<file path="src/rtl/load_store_unit.sv">
// Load/store unit: byte, halfword and word accesses to a word-wide data memory, big-endian lanes,
// read-modify-write for sub-word stores. Define LSU_MISALIGN_TRAP_EN to reject misaligned accesses.
module load_store_unit #(
  parameter int unsigned MEM_BYTES = 2048
) (
  input  logic        clock,
  input  logic        reset_n,
  input  logic        start,
  input  logic        is_store,
  input  logic [1:0]  size,
  input  logic        unsigned_ld,
  input  logic [31:0] address,
  input  logic [31:0] store_data,
  output logic        busy,
  output logic        done,
  output logic        error,
  output logic [31:0] load_data,
  output logic [31:0] mem_address,
  output logic [31:0] mem_write_data,
  output logic        MemRead,
  output logic        MemWrite,
  input  logic [31:0] mem_read_data
);
  localparam logic [31:0] MEM_LIMIT = 32'(MEM_BYTES);
  localparam logic [1:0]  SZ_BYTE   = 2'b00;
  localparam logic [1:0]  SZ_HALF   = 2'b01;
  localparam logic [1:0]  SZ_WORD   = 2'b10;
  localparam logic [1:0]  SZ_BAD    = 2'b11;

  typedef enum logic [2:0] {IDLE, RD, RESP, WR, DONE} state_t;

  state_t      state, state_nxt;
  logic        req_store, req_unsigned;
  logic [1:0]  req_size, req_off;
  logic [15:0] req_data;
  logic        capture_c, reject_c, err_nxt;
  logic [31:0] load_nxt, wdata_nxt, ext_c, merge_c;
  logic [7:0]  byte_c;
  logic [15:0] half_c;

  // With misalignment ignored, every size goes out of range exactly when address >= MEM_BYTES.
  always_comb begin
    reject_c = (size == SZ_BAD) || (address >= MEM_LIMIT);
`ifdef LSU_MISALIGN_TRAP_EN
    if ((size == SZ_HALF && address[0]) || (size == SZ_WORD && address[1:0] != 2'b00))
      reject_c = 1'b1;
`endif
  end

  // Lane extraction for loads and lane merge for sub-word stores; offset 0 is the MSB lane.
  always_comb begin
    case (req_off)
      2'd0:    byte_c = mem_read_data[31:24];
      2'd1:    byte_c = mem_read_data[23:16];
      2'd2:    byte_c = mem_read_data[15:8];
      default: byte_c = mem_read_data[7:0];
    endcase
    half_c = req_off[1] ? mem_read_data[15:0] : mem_read_data[31:16];

    case (req_size)
      SZ_BYTE: ext_c = req_unsigned ? {24'd0, byte_c} : {{24{byte_c[7]}}, byte_c};
      SZ_HALF: ext_c = req_unsigned ? {16'd0, half_c} : {{16{half_c[15]}}, half_c};
      default: ext_c = mem_read_data;
    endcase

    merge_c = mem_read_data;
    if (req_size == SZ_BYTE) begin
      case (req_off)
        2'd0:    merge_c[31:24] = req_data[7:0];
        2'd1:    merge_c[23:16] = req_data[7:0];
        2'd2:    merge_c[15:8]  = req_data[7:0];
        default: merge_c[7:0]   = req_data[7:0];
      endcase
    end else if (req_off[1]) begin
      merge_c[15:0] = req_data;
    end else begin
      merge_c[31:16] = req_data;
    end
  end

  // Next state plus next values of the registered outputs.
  always_comb begin
    state_nxt = state;
    capture_c = 1'b0;
    err_nxt   = 1'b0;
    load_nxt  = load_data;
    wdata_nxt = mem_write_data;
    case (state)
      IDLE: begin
        if (start) begin
          capture_c = 1'b1;
          if (reject_c) begin
            state_nxt = DONE;
            err_nxt   = 1'b1;
          end else if (is_store && size == SZ_WORD) begin
            state_nxt = WR;
            wdata_nxt = store_data;
          end else begin
            state_nxt = RD;
          end
        end
      end
      RD:   state_nxt = RESP;
      RESP: begin
        if (req_store) begin
          wdata_nxt = merge_c;
          state_nxt = WR;
        end else begin
          load_nxt  = ext_c;
          state_nxt = DONE;
        end
      end
      WR:      state_nxt = DONE;
      DONE:    state_nxt = IDLE;
      default: state_nxt = IDLE;
    endcase
  end

  always_ff @(posedge clock or negedge reset_n) begin
    if (!reset_n) begin
      state          <= IDLE;
      busy           <= 1'b0;
      done           <= 1'b0;
      error          <= 1'b0;
      MemRead        <= 1'b0;
      MemWrite       <= 1'b0;
      load_data      <= '0;
      mem_address    <= '0;
      mem_write_data <= '0;
      req_store      <= 1'b0;
      req_unsigned   <= 1'b0;
      req_size       <= '0;
      req_off        <= '0;
      req_data       <= '0;
    end else begin
      state          <= state_nxt;
      busy           <= (state_nxt != IDLE);
      done           <= (state_nxt == DONE);
      error          <= err_nxt;
      MemRead        <= (state_nxt == RD);
      MemWrite       <= (state_nxt == WR);
      load_data      <= load_nxt;
      mem_write_data <= wdata_nxt;
      if (capture_c) begin
        req_store    <= is_store;
        req_unsigned <= unsigned_ld;
        req_size     <= size;
        req_off      <= address[1:0];
        req_data     <= store_data[15:0];
        mem_address  <= {address[31:2], 2'b00};
      end
    end
  end
endmodule

</file>
<file path="config.mk">
export PLATFORM = sky130hd
export DESIGN_NAME = load_store_unit
export DESIGN_NICKNAME = d
export VERILOG_FILES = /design/src/rtl/load_store_unit.sv
export SDC_FILE = /design/constraint.sdc
export NUM_CORES = 1
export LEC_CHECK = 0
export ABC_AREA = 1
export CORE_MARGIN = 4
export CORE_UTILIZATION = 52
export CTS_CLUSTER_DIAMETER = 30
export DETAILED_ROUTE_END_ITERATION = 10
export PLACE_DENSITY = 0.87
export SYNTH_ARGS = -nofsm -noshare
export SYNTH_HDL_FRONTEND = slang
export SYNTH_SLANG_ARGS = --single-unit
</file>
<file path="constraint.sdc">
create_clock -name clock -period 2.61 [get_ports clock]
set_clock_uncertainty 0.15 [all_clocks]
set_input_delay 0.522 -clock clock [delete_from_list [all_inputs] [get_ports clock]]
set_output_delay 0.522 -clock clock [all_outputs]
set_load 0.1 [all_outputs]
</file>
Word-level counts from Yosys, hierarchy flattened
Cells that the tools add are included. Widths: inputs -> output; s select.

$lt $le $gt $ge: 1. Reduce and logical (&&, ||, !) cells: 10. Bitwise gates (word level): 1. Muxes and demuxes: 27. Eq/ne operators: 15.

Operator list (count): $mux 32 (7); $pmux 32 s2 (2); $mux 16 (3); $ge 32x12->1 const B (1); $mux 8 (4); $pmux 8 s3 (1); $pmux 3 s4 (1); $eq 3x2->1 const B (3); $mux 3 (3); $ne 2x2->1 const B (4); $eq 2x2->1 const B (3); $eq 3x1->1 const B (2); $mux 1 (5); $reduce_and 5->1 (1); $eq 2x1->1 const B (2); $logic_not 2->1 (2); $eq 3x3->1 const B (1); $logic_not 3->1 (1); $reduce_bool 3->1 (1); $reduce_or 3->1 (1); $mux 2 (1); $reduce_and 2->1 (1); $reduce_bool 2->1 (1); $logic_and 1x1->1 (1); 2 further kinds (2).

Input bits: 103. Register bits after elaboration: 124.

Logic depth before layout (Yosys ltp)
Gate-level depths: netlist of the first run.

Depth in word-level cells: 7. Depth in mapped cells: 10.

Least setup slack after synthesis of the first run
OpenSTA, ideal clock, no wires.

Path kind: input to register. From: in address[31]. To: reg mem_write_data[10]. Path slack: 0.853 ns. Buffers on the path: 1. Setup time: 0.122 ns. Data required time: 2.338 ns. Cell stages on the path: 9. Arrival time: 1.485 ns. Cell sequence: nor2_1 > nand2_1 > nor2_1 > nand3_2 > o21ai_4 > nand2_4 > buf_6 > nand2_1 > nand2_1.

Longest elaborated chain between the ends: 4.

Ends and longest elaborated chain: start, declared (line 12) `input logic [31:0] address,`; $ge 32x12->1 (line 43) `reject_c = (size == SZ_BAD) || (address >= MEM_LIMIT);`; $logic_or 1x1->1 (line 43); $ne 2x2->1 (no source line); $reduce_and 5->1 (no source line); end signal, assigned (line 143) `mem_write_data <= wdata_nxt;`; end, declared (line 19) `output logic [31:0] mem_write_data,`.

Every way passes these cells. A chain may end at the register's enable or synchronous reset.

Worst setup path in the final report of the first run
From: reg req_off[1]. To: reg load_data[9].

Longest elaborated chain between the ends: 4.

Ends and longest elaborated chain: start, declared (line 34) `logic [1:0] req_size, req_off;`; start signal, assigned (line 148) `req_off <= address[1:0];`; $eq 2x2->1, or another cell as far along (line 52) `case (req_off)`; $pmux 8 s3 (line 52); $mux 32 (line 61) `SZ_BYTE: ext_c = req_unsigned ? {24'd0, byte_c} : {{24{byte_c[7]}}, byte_c};`; $pmux 32 s2 * (line 60) `case (req_size)`; end signal, assigned (line 142) `load_data <= load_nxt;`; end, declared (line 17) `output logic [31:0] load_data,`.

Every way passes the cells marked *; elsewhere a longest branch is shown, timed or not.

==> flow_metrics.tcl, run 1 <==
set metrics [dict create \
    crit_slowest_cell "dfrtp_2" \
    synth_area_leaders "dfrtp_1 (45%), nand2_1 (20%), o21ai_0 (6.3%), nand3_1 (5.0%), inv_1 (4.1%)" \
    ant_nets 0 \
    drc_errors 0 \
    ctsRootBufferMaster "clkbuf_16" \
    drt_wl_total_mm 22.2 \
    cts.sink_count 124 \
    grt_pass1_wl_mm 34.2 \
    dpl.cell_count 1310 \
    die_h_um 124 \
    netlist.area_leader.share_pct 44.6 \
    synth_xor_xnor_area_share_pct 0 \
    fin_crit_sh_pct 87.0 \
    cts_buffers 17 \
    instances_no_fill 1343 \
    cp_top_family "simple AND/OR/NAND/NOR gates" \
    power_leakage_uw 0.00492 \
    layout_min_cycle_time_ps 2270 \
    critPathArrivalTime_ps 2480 \
    grt_pass1_vias 6579 \
    drv_slew 0 \
    synth_top_cell_by_area "dfrtp_1" \
    drtIter0Drc 871 \
    core_area_um2 12900 \
    ys_types 32 \
    crit_top_cell "nand2_1" \
    firstDrtPassIters 7 \
    drive_above_1_share_pct 15.9 \
    clockBufferDepth 2 \
    tns_ps 0 \
    area_growth_pct 35.3 \
    crit_path_cell_trace "nand2_1 > clkinv_1 > nand2_1 > nand4_2 > inv_1 > o21ai_0 > nand2_1" \
    syn_area_um2 6960 \
    place_congestion 0.958 \
    slew_headroom_pct 62.7 \
    holdBufCountCts 1 \
    rsz0062_at_grt "no" \
    fill_cells 1047 \
    port_buffers 201 \
    fmax_mhz 440 \
    yosys.area_share.simple_pct 31.5 \
    detail_route.wl_per_cell_um 16.5 \
    antenna_found_initial 0 \
    crit_path_max_incr_delay_ps 540 \
    synth_seq_area_share_pct 44.6 \
    cts.htree.levels 4 \
    start_util_pct 54.0 \
    post-cts-setup-buffer-count 0 \
    num_vias 7396 \
    place_ws_ps 93.2 \
    multi_input_area_um2 3220 \
    ys_ff_latch 124 \
    die_w_um 124 \
    worstMarginPinSlew_ps 559 \
    syn_area_per_cell_um2 7.13 \
    muxShareOfSynthArea_pct 0 \
    maxCapViolations 0 \
    dieArea_um2 15300 \
    overflow 0 \
    n_antenna_cell 0 \
    avgViaCountPerCell 5.51 \
    synth_cells 976 \
    power_density_nw_per_um2 854 \
    rows 41 \
    outcome "completed" \
    hold_violations 0 \
    synth_compound_area_share_pct 14.6 \
    synth_top_family_by_area "simple AND/OR/NAND/NOR gates" \
    yosysWarnings 0 \
    endpoint_kind "flop" \
    ir_worst_vdd_v 0.000534 \
    crit_fanout 20 \
    final.setup.worst_slack_ps 338 \
    num-nets-final 1261 \
    dpl.hpwl_mm 16.2 \
    critPathLaunchType "flop" \
    crit_type "flop to flop" \
    required_ps 2820 \
    hold_path_class "flop to flop" \
    regArea_um2 3100 \
    ctsResizeCount 0 \
    track_usage_pct 29.3 \
    critical_path.n_buffers_inverters 2 \
    clk_pin_slew_ps 50 \
    setup_viol 0 \
    cts_tree "built" \
    ios 204 \
    grt_start_max_net_pins 43 \
    synth_fa_ha_area_share_pct 0 \
    clk_latency_ps 420 \
]
[Yosys cell counts]
cell / instances
nand2_1: 377
dfrtp_1: 124
o21ai_0: 88
inv_1: 76
nand3_1: 69
nor2_1: 50
a21oi_1: 45
o211ai_1: 24
buf_2: 23
or2_2: 16
clkbuf_1: 15
o21ai_1: 13
buf_4: 10
inv_2: 8
buf_6: 6
o221ai_1: 6
nor2_4: 5
nand2_2: 4
a31oi_1: 2
buf_1: 2
nand2_4: 2
a2bb2oi_1: 1
clkbuf_2: 1
clkinv_1: 1
conb_1: 1
nand3_2: 1
nand3b_1: 1
nand4_1: 1
nand4_2: 1
o21ai_4: 1
o22a_1: 1
o22ai_1: 1
[worst paths after layout]
kind	start	endpoint	slack, ps	cells after the start
max in group asynchronous	reset_n	load_data[15]$_DFFE_PN0P_	1200	3
setup reg to reg	req_off[1]$_DFFE_PN0P_	load_data[9]$_DFFE_PN0P_	340	7
hold / removal	mem_address[6]$_DFFE_PN0P_	mem_address[6]$_DFFE_PN0P_	320	2
hold reg to reg	mem_address[6]$_DFFE_PN0P_	mem_address[6]$_DFFE_PN0P_	320	2
min in group asynchronous	reset_n	load_data[23]$_DFFE_PN0P_	490	2
setup / recovery	req_off[1]$_DFFE_PN0P_	load_data[9]$_DFFE_PN0P_	340	7
[worst min-delay path: stages (launching register included)]
cell	delay, ps
dfrtp_1	340
nand2_1	50
nand2_1	40
[routing by layer]
metal / wire, µm / up-vias / global-route usage, % / share of wire [%]
met5: 0 / - / 0 / 0
met2: 10200 / 443 / 46.1 / 46
met3: 2510 / 90 / 7.77 / 11
met4: 1090 / 0 / 15.0 / 4.9
met1: 8320 / 3374 / 37.2 / 38
li1: - / 3489 / - / -
[report_power, final]
group / total (µW) / switching, µW / leakage (µW) / internal (µW)
Clock: 2350 / 823 / 0.000297 / 1520
Combinational: 3290 / 2550 / 0.00309 / 745
Sequential: 2400 / 201 / 0.00153 / 2200
[area by class of cell]
type                            count  area share (%)
Multi-Input combinational cell    711            34.2
Sequential cell                   124            33.0
Timing Repair Buffer              219            20.8
Clock buffer                       25            5.37
Inverter                           85            3.39
Tap cell                          172            2.29
Clock inverter                      7           0.904
[cells in the final DEF (no fill, tap or decap), drive strengths merged, types with 2 or more instances in the layout]
cell	synthesis	layout
a21oi	45	45
nand4	2	2
a31oi	2	2
o211ai	24	24
o221ai	6	6
clkdlybuf4s50	0	101
clkinv	1	6
or2	16	16
clkbuf	16	25
dfrtp	124	124
conb	1	2
inv	84	84
nand2	383	383
buf	41	117
bufinv	0	2
o21ai	102	102
nand3	70	70
nor2	55	55
[sequential cells by signal (all words and copies together), names as in the netlist]
register	count
MemRead	1
MemWrite	1
busy	1
done	1
error	1
load_data	32
mem_address	30
mem_write_data	32
req_data	16
req_off	2
req_size	2
req_store	1
req_unsigned	1
state	3
[logic make-up (layout without fill, tap and decap cells)]
family,count (synthesis),in the layout
AND/OR/NAND/NOR,527,527
AO/OA/AOI/OAI,182,182
buffers and inverters,142,336
flip-flops,124,124
other,1,2
[through the flow]
step           utilization [%]  hold WS (ps)  instance area [µm²]  total power, µW
3_3_place_gp              68.4           305                 8810             5650
3_5_place_dp              68.4           310                 8810             5690
2_1_floorplan                -          76.4                 6960             4830
4_1_cts                   73.1           324                 9410             8040
6_report                  73.1           323                 9410             8040
5_1_grt                   73.1           340                 9410             8340
Power figures use the tool's default switching activity.
==> run 2: changes to the inputs <==
--- a/config.mk
+++ b/config.mk
@@ -6,7 +6,7 @@
 export NUM_CORES = 1
 export LEC_CHECK = 0
 export ABC_AREA = 1
-export CORE_MARGIN = 4
+export CORE_MARGIN = 2
 export CORE_UTILIZATION = 52
 export CTS_CLUSTER_DIAMETER = 30
 export DETAILED_ROUTE_END_ITERATION = 10
==> run 2 against run 1 <==
Sequential cell count unchanged; combinational power about the same; largest cell class unchanged; highest routed layer unchanged; critical path depth unchanged.
==> flow_metrics.tcl, run 2 (synthesized netlist as in run 1, its figures left out) <==
set metrics [dict create \
    die_w_um 120 \
    detail_route.wl_per_cell_um 15.9 \
    clockBufferDepth 2 \
    largestRegisters "load_data: 32 flops, mem_write_data: 32 flops, mem_address: 30 flops" \
    maxCapViolations 0 \
    drtIter0Drc 650 \
    required_ps 2750 \
    drive_above_1_share_pct 15.7 \
    grt_start_max_net_pins 49 \
    crit_fanout 21 \
    clk_latency_ps 420 \
    dpl.hpwl_mm 15.6 \
    ctsRootBufferMaster "clkbuf_16" \
    cp-startpoint "req_off[1]$_DFFE_PN0P_" \
    power_leakage_uw 0.00491 \
    track_usage_pct 30.3 \
    drc_errors 0 \
    die_h_um 120 \
    layout_min_cycle_time_ps 2340 \
    fmax_mhz 427 \
    cts_tree "built" \
    post-cts-setup-buffer-count 0 \
    setup_viol 0 \
    final_common_cell "nand2_1" \
    crit_path_cell_trace "nand2_1 > clkinv_1 > nand2_1 > nand4_2 > inv_1 > o21ai_0 > nand2_1" \
    place_congestion 0.956 \
    drv_slew 0 \
    power_density_nw_per_um2 866 \
    num-nets-final 1259 \
    dpl.cell_count 1312 \
    avgViaCountPerCell 5.44 \
    slew_headroom_pct 38.2 \
    grt_pass1_wl_mm 33.7 \
    ctsResizeCount 0 \
    rows 42 \
    firstDrtPassIters 7 \
    clk_pin_slew_ps 50 \
    start_util_pct 53.0 \
    num_vias 7303 \
    min_from "mem_address[26]$_DFFE_PN0P_" \
    cts.htree.levels 4 \
    n_antenna_cell 0 \
    cts.sink_count 124 \
    instances_no_fill 1343 \
    crit_slowest_cell "dfrtp_2" \
    dieArea_um2 14300 \
    fin_crit_sh_pct 89.7 \
    worstMarginPinSlew_ps 927 \
    ant_nets 0 \
    hold_path_class "flop to flop" \
    area_growth_pct 35.3 \
    hold_violations 0 \
    crit_top_cell "nand2_1" \
    antenna_found_initial 0 \
    port_buffers 201 \
    rsz0062_at_grt "no" \
    core_area_um2 13100 \
    critPathArrivalTime_ps 2480 \
    drt_wl_total_mm 21.4 \
    overflow 0 \
    final_cell_mix "nand2_1 (377), dfrtp_1 (123), buf_4 (111), clkdlybuf4s50_1 (101), o21ai_0 (88)" \
    crit_type "flop to flop" \
    cts_buffers 17 \
    ir_worst_vdd_v 0.000599 \
    r2r_start "req_off[1]$_DFFE_PN0P_" \
    outcome "completed" \
    critPathLaunchType "flop" \
    crit_path_max_incr_delay_ps 630 \
    ios 204 \
    grt_pass1_vias 6675 \
    tns_ps 0 \
    endpoint_kind "flop" \
]
-- run 2: cell count changes in the layout (fill, tap and decap cells not counted), sizes merged --
cell,before,now
bufinv,2,4
clkinv,6,5
buf,117,115
clkbuf,25,22
-- run 2: worst paths after layout --
check                                                endpoint  slack (ps)  cells past startpoint
worst max-delay path                load_data[14]$_DFFE_PN0P_         270                      7
worst min-delay path              mem_address[26]$_DFFE_PN0P_         320                      2
worst max register to register      load_data[14]$_DFFE_PN0P_         270                      7
worst min register to register    mem_address[26]$_DFFE_PN0P_         320                      2
max in group asynchronous       mem_write_data[0]$_DFFE_PN0P_        1200                      3
min in group asynchronous           load_data[29]$_DFFE_PN0P_         480                      2
-- run 2: cell type report --
class / count / area [µm²]
fill: 1097 / 3730
multi-input combinational: 711 / 3220
sequential: 124 / 3100
timing repair buffer: 217 / 1930
clock buffer: 22 / 474
inverter: 85 / 319
tap: 176 / 220
clock inverter: 8 / 140
-- run 2: critical path: cells and delay by family, from the launching register on --
kind            cells  cell delay, ps
compound gates      1             290
buf+inv             2             390
flops               1             630
simple gates        4             730
-- run 2: per-stage QoR --
step | utilization [%] | setup slack [ps] | hold WS, ps | area (µm²) | total power (µW)
after floorplan | - | 853 | 76.4 | 6960 | 4830
after global routing | 71.6 | 201 | 337 | 9410 | 8460
final | 71.6 | 268 | 319 | 9410 | 8150
after global placement | 66.9 | 182 | 306 | 8790 | 5630
after CTS | 71.6 | 409 | 323 | 9410 | 8150
after detailed placement | 66.9 | 112 | 310 | 8790 | 5670
-- run 2: power breakdown --
group	internal (µW)	switching (µW)
sequential	2200	199
clock	1650	823
combinational	736	2540
total	4590	3560
-- run 2: what timing repair did --
item | CTS | global route
endpoints found under the setup margin | 0 | 0
hold endpoints to repair | 37 | 0
hold buffers | 1 | 0
-- run 2: layer usage --
| metal | track usage, % | up-vias | share of wire (%) |
|---|---|---|---|
| li1 | - | 3476 | - |
| met5 | 0 | - | 0 |
| met2 | 49.6 | 443 | 47 |
| met3 | 8.56 | 68 | 11 |
| met4 | 14.7 | 0 | 4.4 |
| met1 | 36.8 | 3316 | 38 |
==> run 3: changes to the inputs <==
--- a/config.mk
+++ b/config.mk
@@ -7,10 +7,11 @@
 export LEC_CHECK = 0
 export ABC_AREA = 1
 export CORE_MARGIN = 2
-export CORE_UTILIZATION = 52
+export CORE_UTILIZATION = 48
 export CTS_CLUSTER_DIAMETER = 30
 export DETAILED_ROUTE_END_ITERATION = 10
-export PLACE_DENSITY = 0.87
+export GPL_TIMING_DRIVEN = 0
+export PLACE_DENSITY = 0.81
 export SYNTH_ARGS = -nofsm -noshare
 export SYNTH_HDL_FRONTEND = slang
 export SYNTH_SLANG_ARGS = --single-unit
==> constraint.sdc (replaced) <==
create_clock -name clock -period 2.68 [get_ports clock]
set_clock_uncertainty 0.15 [all_clocks]
set_input_delay 0.536 -clock clock [delete_from_list [all_inputs] [get_ports clock]]
set_output_delay 0.536 -clock clock [all_outputs]
set_load 0.1 [all_outputs]
==> run 3 against run 2 <==
First-iteration DRC count increased by 32%; sequential cell count unchanged; critical path depth decreased by 6; sequential share of layout area decreased by 1.3 points; combinational power increased by 3%; non-clock buffer count increased by 43; final cell count increased by 3.6%; total power decreased by 3.2%; critical path type is now flop to output pin.
==> flow_metrics.tcl, run 3 (synthesized netlist as in run 1, its figures left out) <==
set metrics [dict create \
    num_vias 7548 \
    grt_pass1_vias 7207 \
    drt_wl_total_mm 24.1 \
    hold_path_class "flop to flop" \
    clk_latency_ps 420 \
    multi_input_area_um2 3210 \
    critPathArrivalTime_ps 1940 \
    port_buffers 201 \
    outcome "completed" \
    power_density_nw_per_um2 805 \
    n_antenna_cell 0 \
    fin_crit_sh_pct 98.1 \
    place_congestion 0.991 \
    largestRegisters "load_data: 32 flops, mem_write_data: 32 flops, mem_address: 30 flops" \
    cts_buffers 17 \
    maxCapViolations 0 \
    start_util_pct 49.5 \
    dpl.hpwl_mm 18.1 \
    rsz0062_at_grt "no" \
    core_area_um2 14000 \
    p_total_uw 7890 \
    rows 43 \
    critPathLaunchType "flop" \
    drtIter0Drc 858 \
    layout_min_cycle_time_ps 2630 \
    crit_path_cell_trace "clkdlybuf4s50_1" \
    die_h_um 124 \
    regArea_um2 3100 \
    crit_type "flop to output pin" \
    drv_slew 0 \
    required_ps 1990 \
    track_usage_pct 31.4 \
    area_growth_pct 41.0 \
    setup_viol 0 \
    antenna_found_initial 0 \
    utilization_pct 69.8 \
    num-nets-final 1302 \
    ant_nets 0 \
    dieArea_um2 15500 \
    ctsRootBufferMaster "clkbuf_16" \
    critical_path.n_buffers_inverters 1 \
    drive_above_1_share_pct 9.08 \
    detail_route.wl_per_cell_um 17.3 \
    hold_violations 0 \
    avgViaCountPerCell 5.42 \
    crit_fanout 2 \
    cts_tree "built" \
    grt_start_max_net_pins 65 \
    firstDrtPassIters 6 \
    grt_pass1_wl_mm 38.3 \
    die_w_um 124 \
    cts.sink_count 124 \
    final_common_cell "nand2_1" \
    ir_worst_vdd_v 0.000516 \
    clockBufferDepth 2 \
    drc_errors 0 \
    clk_pin_slew_ps 50 \
    cp_top_family "buffers and inverters" \
    fill_cells 1197 \
    power_leakage_uw 0.00491 \
    endpoint_kind "output pin" \
    r2r_setup_slack_ps 680 \
    worstMarginPinSlew_ps 1010 \
    final_cell_mix "nand2_1 (377), clkdlybuf4s50_1 (198), dfrtp_1 (124), o21ai_0 (88), inv_1 (76)" \
    crit_path_max_incr_delay_ps 1170 \
    fmax_mhz 380 \
    slew_headroom_pct 32.4 \
    crit_slowest_cell "clkdlybuf4s50_1" \
    overflow 0 \
    ios 204 \
    cts.htree.levels 4 \
]
==> run 3: cell count changes in the layout (fill, tap and decap cells not counted), moves of 2 or more <==
cell,previous run,this run
buf_2,0,23
clkinvlp_4,0,5
clkbuf_1,2,17
bufinv_16,4,1
buf_1,0,2
buf_12,4,0
clkdlybuf4s50_1,101,198
buf_4,111,10
dlymetal6s2s_1,0,2
buf_6,0,7
==> run 3: repair_timing <==
item                       in CTS  in global routing
hold buffers                    1                  0
hold endpoints to repair       60                  0
setup buffers                   0                  0
gates resized for setup         0                  2
setup endpoints to repair       0                  2
==> run 3: area by class of cell <==
| cell class | instances | share of cell area [%] |
|---|---|---|
| inverter | 85 | 3.25 |
| tap | 180 | 2.30 |
| multi-input combinational | 711 | 32.8 |
| clock inverter | 10 | 0.931 |
| buffer | 57 | 3.33 |
| timing repair buffer | 203 | 21.0 |
| sequential | 124 | 31.6 |
| clock buffer | 22 | 4.84 |
==> run 3: path summary, 6_finish.rpt <==
path,from,depth (start not counted),endpoint
setup / recovery,mem_address[29]$_DFFE_PN0P_,1,mem_address[29]
hold / removal,mem_write_data[30]$_DFFE_PN0P_,2,mem_write_data[30]$_DFFE_PN0P_
setup reg to reg,req_size[0]$_DFFE_PN0P_,7,mem_write_data[4]$_DFFE_PN0P_
hold reg to reg,mem_write_data[30]$_DFFE_PN0P_,2,mem_write_data[30]$_DFFE_PN0P_
max in group asynchronous,reset_n,3,done$_DFF_PN0_
min in group asynchronous,reset_n,2,load_data[29]$_DFFE_PN0P_
==> run 3: metrics by stage <==
step | worst slack, ps | cell area, µm² | instances | hold slack [ps] | setup TNS (ps)
detailed placement | 77.6 | 9230 | 1359 | 309 | 0
CTS | 20.9 | 9800 | 1392 | 321 | 0
global route | 6.19 | 9810 | 1392 | 339 | 0
finish | 49.7 | 9810 | 1392 | 319 | 0
floorplan | 909 | 6960 | 977 | 90.4 | 0
global placement | -3920 | 9200 | 1358 | 305 | -485210
==> run 3: layer usage <==
metal / GRT usage (%) / share of wire (%) / up-vias
li1: - / - / 3576
met1: 41.7 / 40 / 3436
met2: 49.0 / 45 / 467
met3: 7.73 / 11 / 69
met4: 13.4 / 3.6 / 0
met5: 0 / 0 / -
==> run 3: power breakdown <==
part	total, µW	switching, µW	internal, µW
Clock	2200	856	1340
Combinational	3370	2550	829
Sequential	2320	177	2140
Total	7890	3580	4310
